### src/rtl/decoder_proj_pkg.sv
// Shared defaults and FSM state type for the decoder input conditioner.
package decoder_proj_pkg;

  localparam int WIDTH_DEF         = 7;
  localparam int STABLE_CYCLES_DEF = 4;

  typedef enum logic {
    STABLE = 1'b0,
    SETTLE = 1'b1
  } cond_state_t;

endpackage

### src/rtl/decoder_in_sync2.sv
// Two-flop synchronizer, one independent flop pair per pad bit.
module decoder_in_sync2
  import decoder_proj_pkg::*;
#(
  parameter int WIDTH = WIDTH_DEF
) (
  input  logic             clock,
  input  logic             reset_n,
  input  logic [WIDTH-1:0] async_i,
  output logic [WIDTH-1:0] sync_o
);

  genvar gi;
  generate
    for (gi = 0; gi < WIDTH; gi++) begin : g_bit
      logic meta_q;
      logic sync_q;

      // Metastability-settling flop followed by the stable output flop.
      always_ff @(posedge clock) begin
        if (!reset_n) begin
          meta_q <= 1'b0;
          sync_q <= 1'b0;
        end else begin
          meta_q <= async_i[gi];
          sync_q <= meta_q;
        end
      end

      assign sync_o[gi] = sync_q;
    end
  endgenerate

endmodule

### src/rtl/decoder_in_conditioner.sv
// Pad-code conditioner: synchronizes io_in, qualifies a new code once it has
// been seen STABLE_CYCLES consecutive samples, and presents it with a
// valid/ready handshake. Optional sticky overrun flag enabled by the macro
// DECODER_IN_OVERRUN_EN.
module decoder_in_conditioner
  import decoder_proj_pkg::*;
#(
  parameter int WIDTH         = WIDTH_DEF,
  parameter int STABLE_CYCLES = STABLE_CYCLES_DEF
) (
  input  logic             clock,
  input  logic             reset_n,
  input  logic [WIDTH-1:0] io_in,
  output logic [WIDTH-1:0] out_code,
  output logic             out_valid,
  input  logic             out_ready
`ifdef DECODER_IN_OVERRUN_EN
  ,
  output logic             overrun
`endif
);

  // Counter only ever needs to reach STABLE_CYCLES-1.
  localparam int CNT_W = (STABLE_CYCLES > 2) ? $clog2(STABLE_CYCLES) : 1;
  localparam logic [CNT_W-1:0] CNT_LAST = CNT_W'(STABLE_CYCLES - 1);
  localparam logic [CNT_W-1:0] CNT_ONE  = CNT_W'(1);

  logic [WIDTH-1:0] sync2;
  cond_state_t      state_q;
  logic [WIDTH-1:0] cand_q;
  logic [WIDTH-1:0] acc_q;
  logic [CNT_W-1:0] cnt_q;
  logic [WIDTH-1:0] out_code_q;
  logic             out_valid_q;
  logic             commit;

  decoder_in_sync2 #(
    .WIDTH (WIDTH)
  ) u_sync (
    .clock   (clock),
    .reset_n (reset_n),
    .async_i (io_in),
    .sync_o  (sync2)
  );

  // Candidate has been held long enough on this sample: accept it now.
  assign commit = (state_q == SETTLE) && (sync2 == cand_q) && (cnt_q == CNT_LAST);

  // Qualification FSM plus the registered handshake outputs.
  always_ff @(posedge clock) begin
    if (!reset_n) begin
      state_q     <= STABLE;
      cand_q      <= '0;
      acc_q       <= '0;
      cnt_q       <= '0;
      out_code_q  <= '0;
      out_valid_q <= 1'b0;
    end else begin
      if (out_valid_q && out_ready) begin
        out_valid_q <= 1'b0;
      end
      case (state_q)
        STABLE: begin
          if (sync2 != acc_q) begin
            cand_q  <= sync2;
            cnt_q   <= CNT_ONE;
            state_q <= SETTLE;
          end
        end
        SETTLE: begin
          if (sync2 != cand_q) begin
            // Glitch: back to idle if the old code reappeared, else restart.
            if (sync2 == acc_q) begin
              state_q <= STABLE;
            end else begin
              cand_q <= sync2;
              cnt_q  <= CNT_ONE;
            end
          end else if (cnt_q != CNT_LAST) begin
            cnt_q <= cnt_q + CNT_ONE;
          end else begin
            // Commit overrides a same-edge handshake clear.
            acc_q       <= cand_q;
            out_code_q  <= cand_q;
            out_valid_q <= 1'b1;
            state_q     <= STABLE;
          end
        end
        default: state_q <= STABLE;
      endcase
    end
  end

  assign out_code  = out_code_q;
  assign out_valid = out_valid_q;

`ifdef DECODER_IN_OVERRUN_EN
  logic overrun_q;

  // Sticky: a pending code was replaced before the decoder took it.
  always_ff @(posedge clock) begin
    if (!reset_n) begin
      overrun_q <= 1'b0;
    end else if (commit && out_valid_q && !out_ready) begin
      overrun_q <= 1'b1;
    end
  end

  assign overrun = overrun_q;
`else
  logic unused_commit;
  assign unused_commit = commit;
`endif

endmodule

### config.mk
export PLATFORM = sky130hd
export DESIGN_NAME = decoder_in_conditioner
export DESIGN_NICKNAME = d
export VERILOG_FILES = /design/src/rtl/decoder_proj_pkg.sv /design/src/rtl/decoder_in_sync2.sv /design/src/rtl/decoder_in_conditioner.sv
export SDC_FILE = /design/constraint.sdc
export NUM_CORES = 1
export LEC_CHECK = 0
export CAP_MARGIN = 20
export CORE_UTILIZATION = 56
export DETAILED_ROUTE_END_ITERATION = 16
export PLACE_DENSITY = 0.87
export SLEW_MARGIN = 20
export SYNTH_ARGS = -nofsm -noshare
export SYNTH_HDL_FRONTEND = slang
export SYNTH_SLANG_ARGS = --single-unit
### constraint.sdc
create_clock -name clock -period 2.9 [get_ports clock]
set_input_delay 0.725 -clock clock [delete_from_list [all_inputs] [get_ports clock]]
set_output_delay 0.725 -clock clock [all_outputs]
set_load 0.01 [all_outputs]
==> results of run 1 <==
==> area by class of cell <==
cell class              instances  area (µm²)  area share
clock inverters                 2        35.0      0.0222
multi-input cells              88         638       0.405
repair buffers                 18         178       0.113
clock buffers                   6        41.3      0.0262
inverters                       2        7.51     0.00477
well taps                      28        35.0      0.0222
flip-flops and latches         32         641       0.407
==> kinds of logic after synthesis <==
group           after synthesis  synth area share
compound gates                7            0.0463
simple gates                 52             0.222
buf+inv                       5            0.0145
flops                        32             0.494
fa+ha+maj                     1           0.00964
xor+xnor                     14             0.106
mux                          14             0.108
==> routing by layer <==
layer,vias up,global-route usage
met5,-,0
met4,0,0.124
li1,460,-
met1,417,0.210
met3,5,0.0485
met2,25,0.320
==> power by group through the flow <==
stage | combinational [mW] | clock (mW) | sequential (mW)
floorplan | 0.0718 | 0 | 0.476
global placement | 0.0931 | 0 | 0.478
detailed placement | 0.0975 | 0 | 0.479
CTS | 0.0978 | 0.329 | 0.469
global route | 0.105 | 0.346 | 0.471
finish | 0.0971 | 0.322 | 0.469
==> state kept, by name (all words and copies together) (netlist names) <==
signal               cells
out_valid                1
out_code                 7
cand_q                   7
state_q                  1
u_sync.g_bit.meta_q      7
u_sync.g_bit.sync_q      7
cnt_q                    2
==> worst paths after layout <==
path,startpoint,end,slack (ns),cells past startpoint
max,out_code[0]$_SDFFE_PN0P_,out_code[0],0.91,1
min,u_sync.g_bit[2].meta_q$_SDFF_PN0_,u_sync.g_bit[2].sync_q$_SDFF_PN0_,0.44,1
max reg2reg,u_sync.g_bit[5].sync_q$_SDFF_PN0_,out_code[4]$_SDFFE_PN0P_,1.36,5
min reg2reg,u_sync.g_bit[2].meta_q$_SDFF_PN0_,u_sync.g_bit[2].sync_q$_SDFF_PN0_,0.44,1
==> cells in the final DEF, fill, tap and decap left out <==
| master | n |
|---|---|
| sky130_fd_sc_hd__nor2_1 | 8 |
| sky130_fd_sc_hd__nor2b_1 | 1 |
| sky130_fd_sc_hd__mux2i_1 | 14 |
| sky130_fd_sc_hd__nor2_2 | 1 |
| sky130_fd_sc_hd__clkbuf_1 | 1 |
| sky130_fd_sc_hd__nor3_1 | 1 |
| sky130_fd_sc_hd__a21boi_1 | 2 |
| sky130_fd_sc_hd__xnor2_2 | 2 |
| sky130_fd_sc_hd__bufinv_16 | 1 |
| sky130_fd_sc_hd__xnor2_1 | 12 |
| sky130_fd_sc_hd__clkbuf_4 | 5 |
| sky130_fd_sc_hd__nand4_1 | 3 |
| sky130_fd_sc_hd__o21a_1 | 1 |
| sky130_fd_sc_hd__a31oi_1 | 2 |
| sky130_fd_sc_hd__a211oi_4 | 1 |
| sky130_fd_sc_hd__and4_4 | 1 |
| sky130_fd_sc_hd__nand2b_1 | 1 |
| sky130_fd_sc_hd__buf_4 | 1 |
| sky130_fd_sc_hd__ha_1 | 1 |
| sky130_fd_sc_hd__dfxtp_1 | 32 |
| sky130_fd_sc_hd__nand4_4 | 1 |
| sky130_fd_sc_hd__a21oi_1 | 1 |
| sky130_fd_sc_hd__and3_1 | 1 |
| sky130_fd_sc_hd__and4_1 | 1 |
| sky130_fd_sc_hd__nand3_1 | 1 |
| sky130_fd_sc_hd__clkdlybuf4s50_1 | 17 |
| sky130_fd_sc_hd__nand2_1 | 17 |
| sky130_fd_sc_hd__nor2_4 | 1 |
| sky130_fd_sc_hd__and2_1 | 14 |
| sky130_fd_sc_hd__inv_1 | 2 |
| sky130_fd_sc_hd__clkinv_2 | 1 |
==> through the flow <==
step	instance area, µm²	hold slack [ns]	util	instances
final	1580	0.439	0.719	176
after global routing	1580	0.450	0.719	176
after CTS	1580	0.443	0.719	176
after detailed placement	1500	0.419	0.684	168
after global placement	1500	0.415	0.684	168
after floorplan	1300	0.412	-	125
==> results.rst, run 1 <==
.. list-table::
   :header-rows: 1

   * - Metric
     - Value
   * - Outcome
     - finished, final reports clean
   * - Routed vias/inst
     - 5.15
   * - Most frequently used flop master after synthesis
     - sky130_fd_sc_hd__dfxtp_1
   * - CP peak stage delay
     - 0.56 ns
   * - Worst-path clk slew
     - 0.09 ns
   * - Setup violations, final
     - 0
   * - Layout overhead on the synthesized area
     - 21.4%
   * - Final-report hold violation count
     - 0
   * - Initial antenna violation count
     - 0
   * - Req. time, crit path
     - 2.17 ns
   * - Share of layout cells above drive strength 1
     - 0.101
   * - Top-area cell type share of the netlist area
     - 0.494
   * - Post-CTS Repair Setup Buffers
     - 0
   * - Sequential fraction of the synthesis area
     - 0.494
   * - FF+latch count, synth
     - 32
   * - Combinational Power Share
     - 0.109
   * - Die outline area
     - 2510 µm²
   * - Static power due to leakage
     - 0.632 nW
   * - Maximum clock insertion buffer count
     - 2
   * - Starting Density
     - 0.592
   * - Post-layout nets
     - 158
   * - Max-slew violations
     - 0
   * - Top routing layer in use
     - met4
   * - Share of flip-flops with an asynchronous set or reset after synthesis
     - 0
   * - Switching share of total power
     - 0.227
   * - CTS sink cnt
     - 32
   * - Cells along the critical path
     - clkdlybuf4s50_1
   * - Number of buffer cells added on primary ports
     - 17
   * - I/O pin count
     - 18
   * - Worst-case setup margin in the final layout
     - 0.910 ns
   * - Clock tree from TritonCTS
     - built
   * - Library cell occupying the most area in the post-synthesis netlist
     - sky130_fd_sc_hd__dfxtp_1
   * - Wirelength per Cell
     - 12.2 µm
   * - Total congestion overflow after global routing
     - 0
   * - CTS Hold Buffers Added
     - 0
   * - Routed wire length on met2
     - 1100 µm
   * - Cell area after synthesis
     - 1300 µm²
   * - Final worst path period need
     - 1.99 ns
   * - Global-route wire length before repair
     - 3530 µm
   * - # DRC
     - 0
   * - Least-Margin Pin Slew
     - 0.350 ns
   * - Routed via count
     - 907
   * - WS Path Type
     - flop to output port
   * - EDFF count, synth
     - 0
   * - Remaining antenna violation count after routing
     - 0
   * - Filler Cell Count
     - 161
   * - Top cell types by occurrence after synthesis
     - sky130_fd_sc_hd__dfxtp_1, sky130_fd_sc_hd__nand2_1, sky130_fd_sc_hd__and2_1, sky130_fd_sc_hd__mux2i_1, sky130_fd_sc_hd__xnor2_1
   * - Post-Syn Area per Cell
     - 10.4 µm²
   * - Worst path bufs/invs
     - 1
   * - Main area contributors after synthesis
     - sky130_fd_sc_hd__dfxtp_1, sky130_fd_sc_hd__mux2i_1, sky130_fd_sc_hd__xnor2_1
   * - Worst min path class
     - flop to flop
   * - Fmax achieved
     - 502 MHz
   * - IR drop worst, VDD
     - 0.000450 V
   * - Net switching power
     - 0.202 mW
   * - CP startpoint kind
     - flop
   * - Ratio of total power to cell area
     - 563 nW/µm²
   * - Share of power burned in the clock network
     - 0.363
   * - Die X-Extent
     - 50.1 µm
   * - Post-synthesis net count
     - 136
   * - Largest net degree at the start of global routing
     - 24
   * - Number of antenna diodes
     - 0
   * - Final Power
     - 0.887 mW
   * - Placement Rows
     - 17
   * - Cell class contributing the biggest share of worst-path delay
     - buffers and inverters
   * - Post-Synthesis Cells
     - 125
   * - Placer's final routability congestion estimate
     - 0.830
   * - Total core area
     - 2190 µm²
   * - TritonCTS buffer count
     - 5
   * - Pre-CTS WS
     - 0.890 ns
   * - H-tree lvl count
     - 2
   * - Initial DRC count
     - 19
   * - RSZ-0062 raised after global routing
     - no
   * - Relative slew slack
     - 0.766
   * - Leading cell type by number of instances after synthesis
     - sky130_fd_sc_hd__dfxtp_1
   * - Internal power
     - 0.686 mW
   * - Number of warnings reported in the yosys synthesis log
     - 0
   * - Setup TNS
     - 0 ns
   * - Data arrival, critical path
     - 1.27 ns
   * - Flop pwr share
     - 0.528
   * - Number of different library cells in the post-synthesis netlist
     - 26
   * - Met1 Wirelength
     - 905 µm
   * - Element type at the critical path end
     - output port
   * - Aggregate global-route resource usage
     - 0.190
   * - Share of the clock period used by the worst path after layout
     - 0.686
   * - Number of violations of the max-capacitance limit
     - 0
   * - WL final
     - 2140 µm
   * - Number of global-route vias before repair
     - 870
   * - Maximum fanout along the worst path
     - 3
   * - Drt pass-1 iters
     - 4
   * - Slowest cell on crit path
     - sky130_fd_sc_hd__clkdlybuf4s50_1
   * - Routed met3 length
     - 102 µm
   * - Height of the die
     - 50.1 µm
   * - Clock skew after layout
     - 0.00476 ns
   * - Sum of net half-perimeters after detailed placement
     - 1640 µm
   * - Number of gates given a new drive strength after cts
     - 0
   * - Clock latency on the worst-skew pair
     - 0.32 ns
   * - Root buf cell
     - sky130_fd_sc_hd__clkbuf_4
No activity file was read; power rests on OpenSTA's default activity.
==> run 2: changes to the inputs <==
--- a/config.mk
+++ b/config.mk
@@ -6,9 +6,9 @@
 export NUM_CORES = 1
 export LEC_CHECK = 0
 export CAP_MARGIN = 20
-export CORE_UTILIZATION = 56
+export CORE_UTILIZATION = 52
 export DETAILED_ROUTE_END_ITERATION = 16
-export PLACE_DENSITY = 0.87
+export PLACE_DENSITY = 0.82
 export SLEW_MARGIN = 20
 export SYNTH_ARGS = -nofsm -noshare
 export SYNTH_HDL_FRONTEND = slang
==> constraint.sdc (replaced) <==
create_clock -name clock -period 1.88 [get_ports clock]
set_input_delay 0.47 -clock clock [delete_from_list [all_inputs] [get_ports clock]]
set_output_delay 0.47 -clock clock [all_outputs]
set_load 0.01 [all_outputs]
==> results.rst, run 2 (synthesis results as in run 1) <==
.. list-table::
   :header-rows: 1

   * - Metric
     - Value
   * - Placer's final routability congestion estimate
     - 0.769
   * - Drt pass-1 iters
     - 4
   * - CTS Hold Buffers Added
     - 0
   * - Crit Reg-Reg Endpoint
     - out_code[6]$_SDFFE_PN0P_
   * - Maximum fanout along the worst path
     - 3
   * - Setup violations, final
     - 0
   * - RSZ-0062 raised after global routing
     - no
   * - Hold-critical path depth
     - 1
   * - Clock tree from TritonCTS
     - built
   * - Ratio of total power to cell area
     - 873 nW/µm²
   * - Number of antenna diodes
     - 0
   * - Number of violations of the max-capacitance limit
     - 0
   * - Wirelength per Cell
     - 12.9 µm
   * - Pre-CTS WS
     - 0.367 ns
   * - Least-Margin Pin Slew
     - 0.321 ns
   * - Worst Hold Path EP
     - u_sync.g_bit[6].sync_q$_SDFF_PN0_
   * - Cell class contributing the biggest share of worst-path delay
     - buffers and inverters
   * - Setup TNS
     - 0 ns
   * - TritonCTS buffer count
     - 5
   * - WL final
     - 2280 µm
   * - CTS sink cnt
     - 32
   * - Root buf cell
     - sky130_fd_sc_hd__clkbuf_4
   * - Setup slack on the worst flop-to-flop path
     - 0.36 ns
   * - Cells along the critical path
     - clkdlybuf4s50_1
   * - Post-layout nets
     - 159
   * - Share of layout cells above drive strength 1
     - 0.107
   * - I/O pin count
     - 18
   * - Number of global-route vias before repair
     - 918
   * - Placement Rows
     - 17
   * - Total core area
     - 2280 µm²
   * - Worst-case setup margin in the final layout
     - 0.143 ns
   * - Total congestion overflow after global routing
     - 0
   * - Global-route wire length before repair
     - 3910 µm
   * - Fmax achieved
     - 576 MHz
   * - # DRC
     - 0
   * - Max-slew violations
     - 0
   * - Largest net degree at the start of global routing
     - 19
   * - Remaining antenna violation count after routing
     - 0
   * - Hold Crit Start
     - u_sync.g_bit[6].meta_q$_SDFF_PN0_
   * - CP peak stage delay
     - 0.55 ns
   * - Relative slew slack
     - 0.786
   * - Clock latency on the worst-skew pair
     - 0.33 ns
   * - CP startpoint kind
     - flop
   * - Outcome
     - finished, final reports clean
   * - Starting Density
     - 0.570
   * - Element type at the critical path end
     - output port
   * - Slowest cell on crit path
     - sky130_fd_sc_hd__clkdlybuf4s50_1
   * - Worst reg2reg path startpoint
     - cand_q[0]$_SDFFE_PN0P_
   * - Clock skew after layout
     - 0.00527 ns
   * - WS Path Type
     - flop to output port
   * - Routed vias/inst
     - 5.15
   * - Height of the die
     - 52.0 µm
   * - Maximum clock insertion buffer count
     - 2
   * - IR drop worst, VDD
     - 0.000722 V
   * - Initial DRC count
     - 9
   * - Req. time, crit path
     - 1.41 ns
   * - Sum of net half-perimeters after detailed placement
     - 1700 µm
   * - Commonest non-fill, non-tap cells in the layout
     - sky130_fd_sc_hd__dfxtp_1, sky130_fd_sc_hd__nand2_1, sky130_fd_sc_hd__clkdlybuf4s50_1
   * - Die outline area
     - 2700 µm²
   * - Routed via count
     - 911
   * - Number of buffer cells added on primary ports
     - 17
   * - Data arrival, critical path
     - 1.27 ns
   * - Worst-path clk slew
     - 0.10 ns
   * - Die X-Extent
     - 52.0 µm
   * - Number of cells after detailed placement
     - 169
   * - Logic depth of the worst register-to-register path
     - 5
   * - Aggregate global-route resource usage
     - 0.212
   * - Initial antenna violation count
     - 0
   * - Final worst path period need
     - 1.74 ns
   * - Post-CTS Repair Setup Buffers
     - 0
   * - Static power due to leakage
     - 0.637 nW
   * - Number of gates given a new drive strength after cts
     - 0
   * - Layout overhead on the synthesized area
     - 22.0%
   * - H-tree lvl count
     - 2
   * - Finished Layout Cells
     - 177
   * - Worst min path class
     - flop to flop
   * - Most frequent standard cell in the layout excluding fill and tap cells
     - sky130_fd_sc_hd__dfxtp_1
   * - Final-report hold violation count
     - 0
   * - Worst path bufs/invs
     - 1
   * - Share of the clock period used by the worst path after layout
     - 0.924
## run 2: cell type report
| class | instances | area [µm²] |
|---|---|---|
| clock buffer | 6 | 41.3 |
| clock inverter | 2 | 35.0 |
| fill | 188 | 693 |
| inverter | 2 | 7.51 |
| multi-input combinational | 88 | 638 |
| sequential | 32 | 641 |
| tap | 28 | 35.0 |
| timing repair buffer | 19 | 185 |
## run 2: worst max path at each step
stage,start,to,slack [ns],cells past startpoint
after floorplan,u_sync.g_bit[5].sync_q$_SDFF_PN0_,out_code[6]$_SDFFE_PN0P_,0.55,5
after detailed placement,cand_q[0]$_SDFFE_PN0P_,out_code[5]$_SDFFE_PN0P_,0.37,5
after global routing,out_code[5]$_SDFFE_PN0P_,out_code[5],0.06,1
final,out_code[5]$_SDFFE_PN0P_,out_code[5],0.14,1
after CTS,out_code[5]$_SDFFE_PN0P_,out_code[5],0.12,1
after global placement,reset_n,cand_q[2]$_SDFFE_PN0P_,0.42,4
## run 2: metrics by stage
stage | hold slack [ns] | util | power [mW] | instance area [µm²]
2_1_floorplan | 0.412 | - | 0.845 | 1300
3_3_place_gp | 0.415 | 0.662 | 0.885 | 1510
3_5_place_dp | 0.421 | 0.662 | 0.893 | 1510
4_1_cts | 0.444 | 0.695 | 1.40 | 1580
5_1_grt | 0.461 | 0.695 | 1.45 | 1580
6_report | 0.441 | 0.695 | 1.38 | 1580
## run 2: layer usage
layer	share of wire	global-route usage	up-vias	wire length, µm
met5	0	0	-	0
met4	0.0070	0.0946	0	16
met3	0.051	0.105	2	116
met2	0.50	0.353	19	1140
met1	0.44	0.222	428	1010
li1	-	-	462	-
## run 2: power by group
part,switching (mW),leakage (nW),internal (mW)
sequential,0.0194,0.262,0.704
combinational,0.0758,0.332,0.0765
clock,0.227,0.0422,0.279
total,0.323,0.637,1.06
==> run 3: changes to the inputs <==
--- a/config.mk
+++ b/config.mk
@@ -9,7 +9,7 @@
 export CORE_UTILIZATION = 52
 export DETAILED_ROUTE_END_ITERATION = 16
 export PLACE_DENSITY = 0.82
-export SLEW_MARGIN = 20
+export SLEW_MARGIN = 40
 export SYNTH_ARGS = -nofsm -noshare
 export SYNTH_HDL_FRONTEND = slang
 export SYNTH_SLANG_ARGS = --single-unit
==> results of run 3 <==
No change in the layout: final DEF, timing and power equal those of run 2.
